[src/rtl/shift_chain_ctrl.sv]
// Sequencer for an N-cell muxed-DFF shift chain: one load cycle, then a
// clamped number of shift cycles (pausable by stall), then a done pulse.
module shift_chain_ctrl #(
  parameter int N  = 4,
  parameter int CW = $clog2(N+1)
) (
  input  logic          clk,
  input  logic          reset,
  input  logic          in_valid,
  output logic          in_ready,
  input  logic [N-1:0]  in_data,
  input  logic [CW-1:0] in_shift,
  input  logic          ser_in,
  input  logic          stall,
  output logic [N-1:0]  R,
  output logic          L,
  output logic          E,
  output logic          w,
  output logic          done
);

  // state | meaning
  // IDLE  | waiting for a request, in_ready high
  // LOAD  | L high for one cycle, chain takes R
  // SHIFT | E high per non-stalled cycle, cnt counts down
  // DONE  | one-cycle done pulse
  typedef enum logic [1:0] {S_IDLE, S_LOAD, S_SHIFT, S_DONE} state_t;

  localparam logic [CW-1:0] N_CW   = CW'(N);
  localparam logic [CW-1:0] ONE_CW = CW'(1);

  state_t        state_q, state_d;
  logic [N-1:0]  r_q, r_d;
  logic [CW-1:0] cnt_q, cnt_d;
  logic          accept;

  assign accept = in_valid && in_ready;

  always_ff @(posedge clk) begin
    if (reset) begin
      state_q <= S_IDLE;
      r_q     <= '0;
      cnt_q   <= '0;
    end else begin
      state_q <= state_d;
      r_q     <= r_d;
      cnt_q   <= cnt_d;
    end
  end

  always_comb begin
    state_d = state_q;
    r_d     = r_q;
    cnt_d   = cnt_q;
    case (state_q)
      S_IDLE: begin
        if (accept) begin
          r_d     = in_data;
          cnt_d   = (in_shift > N_CW) ? N_CW : in_shift;
          state_d = S_LOAD;
        end
      end
      S_LOAD: state_d = (cnt_q == '0) ? S_DONE : S_SHIFT;
      S_SHIFT: begin
        // a stalled cycle neither shifts nor counts
        if (!stall) begin
          cnt_d = cnt_q - ONE_CW;
          if (cnt_q == ONE_CW) state_d = S_DONE;
        end
      end
      S_DONE:  state_d = S_IDLE;
      default: state_d = S_IDLE;
    endcase
  end

  always_comb begin
    in_ready = (state_q == S_IDLE) && !reset;
    L        = (state_q == S_LOAD);
    E        = (state_q == S_SHIFT) && !stall;
    done     = (state_q == S_DONE);
  end

  assign w = E & ser_in;
  assign R = r_q;

endmodule

[config.mk]
export PLATFORM = sky130hd
export DESIGN_NAME = shift_chain_ctrl
export DESIGN_NICKNAME = d
export VERILOG_FILES = /design/src/rtl/shift_chain_ctrl.sv
export SDC_FILE = /design/constraint.sdc
export NUM_CORES = 1
export LEC_CHECK = 0
export ABC_AREA = 0
export CORE_ASPECT_RATIO = 0.8
export CORE_UTILIZATION = 25
export CTS_CLUSTER_SIZE = 24
export DETAILED_ROUTE_END_ITERATION = 10
export PLACE_DENSITY_LB_ADDON = 0.3
export SETUP_SLACK_MARGIN = 0.02
export SYNTH_ARGS = -nofsm -noshare
export SYNTH_HDL_FRONTEND = slang
export SYNTH_SLANG_ARGS = --single-unit
[constraint.sdc]
create_clock -name clk -period 1.68 [get_ports clk]
set_input_delay 0.504 -clock clk [delete_from_list [all_inputs] [get_ports clk]]
set_output_delay 0.504 -clock clk [all_outputs]
set_load 0.01 [all_outputs]
==> flow_summary.yaml, run 1 <==
status:
  status: "finished, violations left"
  violations: "setup timing"
min_path:
  hold_end: "R[0]"
  hp-class: "flop to flop"
  holdCritStartpoint: "R[0]"
  hold_path_depth: 2
timing:
  fin_crit_sh_pct: 101.4
  fin_crit_ns: 1.703
  hold_viol_final: 0
  drv_slew: 0
  rsz0062_at_grt: "yes"
  relSlewSlack_pct: 80.50
  fin_hold_ws_ns: 0.4492
  worstMarginPinSlew_ns: 0.2907
  timing.fmax_mhz: 587.3
  layout_setup_ws_ns: -0.02284
  finClkSkew_ns: 0.003357
  setup_viol: 2
clock_network:
  cts.path.max_buffers: 2
  clk-insertion-delay-late_ns: 0.26
  cts_tree: "done"
  cts_buffers: 3
  clock_sinks: 9
  ctsHtreeMaxLevel: 1
  clk_pin_slew_ns: 0.06
  clock-root-buffer: "clkbuf_4"
placement:
  post-place-ws_ns: -0.5075
  hpwl_um: 1091
  io_buffer_count: 20
  gp_congestion: 0.7652
final_layout:
  n_fill_cell: 203
  multi_input_area_um2: 405.4
  drive_above_1_share_pct: 36.19
  synthToLayoutAreaGrowth_pct: 74.72
  ff_latch_area_um2: 185.2
  fin_nets: 126
  n_antenna_cell: 0
die:
  die_area_um2: 2452
  die_h_um: 44.50
  initial_core_util_pct: 28.26
  core_um2: 1997
  ios: 21
  dieWidth_um: 55.12
  rows: 14
global_route:
  grt_max_degree: 10
  antenna_found_initial: 0
  grt-ovfl-total: 0
  track_usage_pct: 13.93
  grt_pass1_vias: 530
  grt_pass1_wl_um: 2325
logic_synthesis:
  synth_cells: 68
  syn-cell-area_um2: 564.3
  ys_ff_latch: 9
  synth_cell_types: 24
  seq_area_frac_synth_pct: 31.93
  synth.net_count: 88
  avgSynthCellArea_um2: 8.298
  ys_warn_count: 0
critical_path:
  cp.required_ns: 1.18
  r2r-start: "state_q[0]"
  criticalPathCategory: "flop to output port"
  cp_max_fo: 4
  startpoint_type: "flop"
  rr_worst_depth: 9
  worst_setup_path_end_kind: "output port"
  rrSetupSlack_ns: 0.11
  cp.arrival_ns: 1.20
  r2r-end: "cnt_q[0]"
  cp.depth: 5
  cp_slowest_cell: "dfxtp_2"
  critical-path-top-delay-family: "flip-flops"
  slowest_delay_ns: 0.33
  worst-path-buf-inv: 3
  cp_cell_sequence: "inv_2, buf_4, ha_4, nor2b_1, buf_2"
power:
  p_comb_share_pct: 64.9
  p_per_area_nw_per_um2: 1444
  internal-power_uw: 870.8
  switchingPower_uw: 552.9
  leakage_nw: 0.4852
  max-vdd-ir-drop_uv: 995.9
  pwr-share-seq_pct: 23.4
  p_sw_share_pct: 38.83
  power_frac_clock_pct: 11.7
drt:
  ant_nets: 0
  drt-total-wl_um: 1515
  drc_errors: 0
  dr_total_vias: 586
  drt_iter0_markers: 10
  wl_per_cell_um: 11.74
  via_per_inst: 4.543
  drtPass1Iterations: 4
run:
  drv_cap: 0
-- metal layers --
layer | vias to the layer above | global-route usage, % | part of all wire, %
met5 | - | 0 | 0
met4 | 0 | 3.000 | 0
met3 | 0 | 7.216 | 6.8
met2 | 15 | 20.48 | 45
met1 | 265 | 18.03 | 48
li1 | 306 | - | -
-- cells in the final DEF (no fill, tap or decap), types with 2 or more instances in the layout --
cell type,count
ha_1,5
inv_2,3
a21oi_1,6
nand2_1,8
inv_1,3
dfxtp_1,7
clkbuf_4,3
nor2_1,5
dlymetal6s2s_1,5
buf_4,12
ha_4,3
buf_2,4
clkdlybuf4s50_1,9
a211oi_2,2
buf_6,4
nand3_1,4
nor2b_1,2
mux2i_1,2
-- final cells by class --
class,count,share of cell area (%)
repair buffers,35,32.11
well taps,24,3.046
clock buffers,4,2.665
flip-flops and latches,9,18.78
multi-input cells,51,41.12
inverters,6,2.284
-- kinds of logic (layout without fill, tap and decap cells) --
logic type	count (synthesis)	in the layout	share of synthesized area, %
flip-flops	9	9	31.93
buffers and inverters	8	45	5.541
AO/OA/AOI/OAI	14	14	17.96
multiplexers	2	2	3.548
AND/OR/NAND/NOR	27	27	23.28
adder cells (fa/ha/maj)	8	8	17.74
-- per-stage QoR --
stage          cell area, µm²   TNS, ns  cells  util [%]  power [mW]
2_1_floorplan           569.3         0     68         -      0.7438
3_3_place_gp            873.3    -2.861    121     43.73       1.068
3_5_place_dp            873.3    -3.030    121     43.73       1.088
4_1_cts                 930.9  -0.06218    127     46.62       1.337
5_1_grt                 985.9   -0.1607    129     49.37       1.536
6_report                985.9  -0.02674    129     49.37       1.424
-- sequential cells by signal, indices dropped and copies added (netlist names) --
name / count
state_q: 2
R: 4
cnt_q: 3
-- worst max-delay path by stage --
stage,startpoint,slack [ns],end
3_5_place_dp,stall,-0.51,w
5_1_grt,state_q[0],-0.09,w
4_1_cts,state_q[0],-0.03,in_ready
3_3_place_gp,stall,-0.50,w
2_1_floorplan,state_q[0],0.03,w
6_report,state_q[0],-0.02,in_ready
-- worst register-to-register path, cell delays in order (launching register included) --
cell	delay (ns)
dfxtp_2	0.33
inv_2	0.05
buf_4	0.15
ha_4	0.16
buf_6	0.12
nand2b_4	0.13
a22oi_2	0.13
buf_6	0.15
mux2i_1	0.17
a21oi_1	0.07
-- power groups by stage --
| stage | registers, mW | clock network, mW | logic (mW) |
|---|---|---|---|
| after floorplan | 0.323 | 0 | 0.420 |
| after global placement | 0.314 | 0 | 0.754 |
| after detailed placement | 0.317 | 0 | 0.772 |
| after CTS | 0.331 | 0.176 | 0.830 |
| after global routing | 0.342 | 0.187 | 1.01 |
| final | 0.333 | 0.167 | 0.924 |
-- timing repair --
action,CTS,global route
buffers inserted,2,2
setup endpoints to repair,10,11
pin swaps,2,4
hold buffers,0,0
resized for setup,32,11
-- synth_stat cells (all sizes together) --
master | number | area (µm²)
a22oi | 1 | 12.51
o22ai | 1 | 6.260
nand2 | 8 | 30.03
and2 | 1 | 6.260
a31oi | 1 | 6.260
a211oi | 3 | 27.52
mux2i | 2 | 20.02
nand3 | 4 | 20.02
inv | 6 | 22.52
buf | 1 | 5.000
nand4 | 1 | 6.260
or3b | 1 | 8.760
a21oi | 7 | 38.79
nor2b | 2 | 12.51
dfxtp | 9 | 180.2
nand3b | 1 | 7.510
a21bo | 1 | 10.01
clkbuf | 1 | 3.750
nor3 | 1 | 5.000
ha | 8 | 100.1
nand2b | 2 | 12.51
nor2 | 6 | 22.52
Power figures use the tool's default switching activity.
==> run 2, diff against run 1 <==
--- a/config.mk
+++ b/config.mk
@@ -10,7 +10,7 @@
 export CORE_UTILIZATION = 25
 export CTS_CLUSTER_SIZE = 24
 export DETAILED_ROUTE_END_ITERATION = 10
-export PLACE_DENSITY_LB_ADDON = 0.3
+export PLACE_DENSITY = 0.61
 export SETUP_SLACK_MARGIN = 0.02
 export SYNTH_ARGS = -nofsm -noshare
 export SYNTH_HDL_FRONTEND = slang
==> run 2 against run 1 <==
- the flow now finishes without violations
- setup slack gained 0.034 ns
- routed wire length shrank 9.8%
- critical endpoint is now w
- via count fell by 1.7%
- highest routed layer unchanged
- largest power group unchanged
- flip-flop and latch count is the same
- clock skew up 0.0060 ns
- non-clock buffer count fell by 4
- largest cell class unchanged
==> flow_summary.yaml, run 2 (synthesis results as in run 1) <==
final_layout:
  utilization_pct: 45.55
  final_cell_mix: "11 x buf_4, 8 x nand2_1, 8 x clkdlybuf4s50_1, 7 x dfxtp_1, 7 x dlygate4sd2_1"
  drive_above_1_share_pct: 33.66
  n_antenna_cell: 0
  fin_nets: 122
  layout_commonest_cell: "buf_4"
  final_cell_count_no_fill: 125
  synthToLayoutAreaGrowth_pct: 61.20
  design_area_um2: 909.6
  largest_register_ffs: 4
power:
  leakage_nw: 0.4056
  p_per_area_nw_per_um2: 1433
  finalPower_mw: 1.304
  max-vdd-ir-drop_uv: 618.6
clock_network:
  cts.path.max_buffers: 2
  cts_hold_buf: 0
  clock_sinks: 9
  cts_tree: "done"
  clk-insertion-delay-late_ns: 0.27
  cts_buffers: 3
  ctsHtreeMaxLevel: 1
  clock-root-buffer: "clkbuf_4"
  clk_pin_slew_ns: 0.08
timing:
  finClkSkew_ns: 0.009398
  setup_viol: 0
  fin_crit_sh_pct: 99.31
  drv_slew: 0
  fin_crit_ns: 1.668
  relSlewSlack_pct: 80.84
  timing.fmax_mhz: 599.4
  worstMarginPinSlew_ns: 0.2856
  hold_viol_final: 0
  fin_hold_ws_ns: 0.4571
  rsz0062_at_grt: "yes"
critical_path:
  r2r-start: "state_q[1]"
  endpoint: "w"
  cp.arrival_ns: 1.16
  startpoint: "state_q[0]"
  rrSetupSlack_ns: 0.11
  worst_setup_path_end_kind: "output port"
  criticalPathCategory: "flop to output port"
  startpoint_type: "flop"
  cp.required_ns: 1.18
  r2r-end: "cnt_q[0]"
  rr_worst_depth: 8
  cp_max_fo: 3
min_path:
  hp-class: "flop to flop"
drt:
  dr_total_vias: 576
  ant_nets: 0
  drtPass1Iterations: 4
  drc_errors: 0
  drt-total-wl_um: 1367
  drt_iter0_markers: 5
  via_per_inst: 4.608
  wl_per_cell_um: 10.94
run:
  drv_cap: 0
placement:
  gp_congestion: 0.7729
  hpwl_um: 1025
  dp_cells: 120
  dpl_cell_area_um2: 865.8
  io_buffer_count: 20
global_route:
  grt_pass1_vias: 520
  track_usage_pct: 12.93
  antenna_found_initial: 0
  grt_pass1_wl_um: 2166
  grt_max_degree: 11
  grt-ovfl-total: 0
die:
  dieWidth_um: 55.12
  initial_core_util_pct: 28.26
  die_area_um2: 2452
  die_h_um: 44.50
  core_um2: 1997
  ios: 21
  rows: 14
status:
  status: "complete, no violations"
-- run 2: worst min path at each step --
stage	from	to	cells past startpoint
CTS	R[2]	R[2]	2
detailed placement	R[1]	R[1]	2
finish	R[1]	R[1]	2
global placement	R[2]	R[2]	2
global route	R[1]	R[1]	2
floorplan	cnt_q[1]	cnt_q[1]	2
-- run 2: area by class of cell --
class / instances / area [µm²]
clock buffer: 3 / 22.52
clock inverter: 1 / 5.005
fill: 215 / 1087
inverter: 6 / 25.02
multi-input combinational: 51 / 380.4
sequential: 9 / 185.2
tap: 24 / 30.03
timing repair buffer: 31 / 261.5
-- run 2: layer usage --
metal	part of all wire, %	vias up	track usage, %
met4	0	0	3.000
li1	-	295	-
met3	7.5	0	7.216
met1	46	260	15.51
met2	46	21	20.00
met5	0	-	0
-- run 2: worst max-delay path: stages, from the launching register on --
cell and delay, ns:
dfxtp_2 0.35, inv_4 0.05, ha_4 0.15, inv_2 0.05
nor2_2 0.03, and2_1 0.13, buf_2 0.13
-- run 2: what timing repair did --
item,4_1_cts,5_1_grt
endpoints found under the setup margin,14,5
pin swaps,4,2
gates cloned,0,0
hold endpoints to repair,0,0
buffers inserted,0,1
resized for setup,39,2
-- run 2: power by group --
group / total (mW) / internal [mW] / switching [mW]
Combinational: 0.791 / 0.420 / 0.370
Clock: 0.180 / 0.0882 / 0.0915
Sequential: 0.333 / 0.282 / 0.0510
-- run 2: through the flow --
step,TNS (ns),setup slack [ns]
final,0,0.01153
after global routing,-0.06076,-0.06076
after CTS,-0.007039,-0.007039
after detailed placement,-3.123,-0.5756
after global placement,-3.044,-0.5725
after floorplan,0,0.02844
==> run 3, diff against run 2 <==
--- a/config.mk
+++ b/config.mk
@@ -10,7 +10,7 @@
 export CORE_UTILIZATION = 25
 export CTS_CLUSTER_SIZE = 24
 export DETAILED_ROUTE_END_ITERATION = 10
-export PLACE_DENSITY = 0.61
+export PLACE_DENSITY = 0.59
 export SETUP_SLACK_MARGIN = 0.02
 export SYNTH_ARGS = -nofsm -noshare
 export SYNTH_HDL_FRONTEND = slang
==> constraint.sdc (replaced) <==
create_clock -name clk -period 1.9 [get_ports clk]
set_input_delay 0.57 -clock clk [delete_from_list [all_inputs] [get_ports clk]]
set_output_delay 0.57 -clock clk [all_outputs]
set_load 0.01 [all_outputs]
==> run 3 against run 2 <==
- routed wire length increased by 2.6%
- cell count increased by 0.80%
- via count increased by 0.35%
- global-route usage increased by 0.77 points
- clock skew decreased by 0.0029 ns
- critical path depth decreased by 2
- largest power group unchanged
- sequential share of layout area decreased by 0.14 points
==> flow_summary.yaml, run 3 (synthesis results as in run 1) <==
critical_path:
  cp_max_fo: 4
  rrSetupSlack_ns: 0.14
  startpoint_type: "flop"
  r2r-start: "state_q[0]"
  cp.required_ns: 1.33
  cp.arrival_ns: 1.27
  criticalPathCategory: "flop to output port"
  worst_setup_path_end_kind: "output port"
  startpoint: "state_q[1]"
clock_network:
  clk-insertion-delay-late_ns: 0.26
  cts.path.max_buffers: 2
  clk_pin_slew_ns: 0.07
  postCtsSetupRepairBufs: 0
  cts_tree: "done"
  ctsHtreeMaxLevel: 1
  cts_buffers: 3
  clock_sinks: 9
  clock-root-buffer: "clkbuf_4"
power:
  finalPower_mw: 1.113
  p_per_area_nw_per_um2: 1233
  leakage_nw: 0.3835
  max-vdd-ir-drop_uv: 577.2
placement:
  hpwl_um: 1054
  gp_congestion: 0.7117
  dp_cells: 122
  io_buffer_count: 20
  dpl_cell_area_um2: 875.8
timing:
  fin_crit_ns: 1.836
  finClkSkew_ns: 0.006519
  fin_setup_tns_ns: 0
  fin_crit_sh_pct: 96.65
  drv_slew: 0
  timing.fmax_mhz: 544.6
  rsz0062_at_grt: "yes"
  fin_hold_ws_ns: 0.4539
  hold_viol_final: 0
  worstMarginPinSlew_ns: 0.3375
  setup_viol: 0
  relSlewSlack_pct: 77.50
final_layout:
  final_cell_count_no_fill: 126
  design_area_um2: 903.4
  final_cell_mix: "14 x clkdlybuf4s50_1, 12 x buf_4, 8 x nand2_1, 7 x dfxtp_1, 7 x ha_1"
  layout_commonest_cell: "clkdlybuf4s50_1"
  synthToLayoutAreaGrowth_pct: 60.09
  drive_above_1_share_pct: 28.43
  largest_register_ffs: 4
  fin_nets: 123
  n_antenna_cell: 0
  n_fill_cell: 207
status:
  status: "complete, no violations"
drt:
  drc_errors: 0
  dr_total_vias: 578
  via_per_inst: 4.587
  drt_iter0_markers: 5
  drt-total-wl_um: 1403
  wl_per_cell_um: 11.13
  ant_nets: 0
  drtPass1Iterations: 4
global_route:
  grt_pass1_wl_um: 2325
  grt-ovfl-total: 0
  antenna_found_initial: 0
  grt_max_degree: 11
  grt_pass1_vias: 572
  track_usage_pct: 13.71
min_path:
  holdCritStartpoint: "R[3]"
  hp-class: "flop to flop"
die:
  rows: 14
  core_um2: 1997
  dieWidth_um: 55.12
  die_h_um: 44.50
  ios: 21
  die_area_um2: 2452
  initial_core_util_pct: 28.26
run:
  drv_cap: 0
## run 3: metal layers
layer | vias to the layer above | track usage (%) | share of wire [%]
li1 | 301 | - | -
met1 | 257 | 16.16 | 50
met2 | 18 | 21.93 | 42
met3 | 2 | 6.186 | 6.1
met4 | 0 | 4.500 | 0.93
met5 | - | 0 | 0
## run 3: critical path: stages, from the launching register on
cell and delay [ns]:
dfxtp_2 0.38, inv_1 0.07, buf_4 0.14, ha_1 0.18, clkdlybuf4s15_1 0.23
## run 3: worst paths after layout
path	end	depth (start not counted)
max	L	4
min	R[3]	2
max reg2reg	cnt_q[0]	8
min reg2reg	R[3]	2
## run 3: metrics by stage
stage | setup WS, ns | util (%)
global placement | -0.4124 | 43.86
detailed placement | -0.4612 | 43.86
global route | 0.008245 | 45.24
finish | 0.06363 | 45.24
floorplan | 0.07222 | -
CTS | 0.03697 | 44.86
## run 3: power breakdown
part | switching [mW] | leakage, nW | internal [mW]
sequential | 0.0415 | 0.0744 | 0.245
combinational | 0.324 | 0.291 | 0.355
clock | 0.0705 | 0.0177 | 0.0776
total | 0.436 | 0.384 | 0.677
## run 3: area by class of cell
cell class	count	area, µm²	area share [%]
sequential	9	182.7	20.22
timing repair buffer	32	272.8	30.19
clock buffer	3	22.52	2.493
clock inverter	1	5.005	0.5540
tap	24	30.03	3.324
inverter	6	22.52	2.493
multi-input combinational	51	367.9	40.72
## run 3: repair_timing
item / 4_1_cts / 5_1_grt
gates cloned: 0 / 0
hold buffers: 0 / 0
pin swaps: 0 / 1
hold endpoints to repair: 0 / 0
setup endpoints to repair: 5 / 4
gates resized for setup: 18 / 4
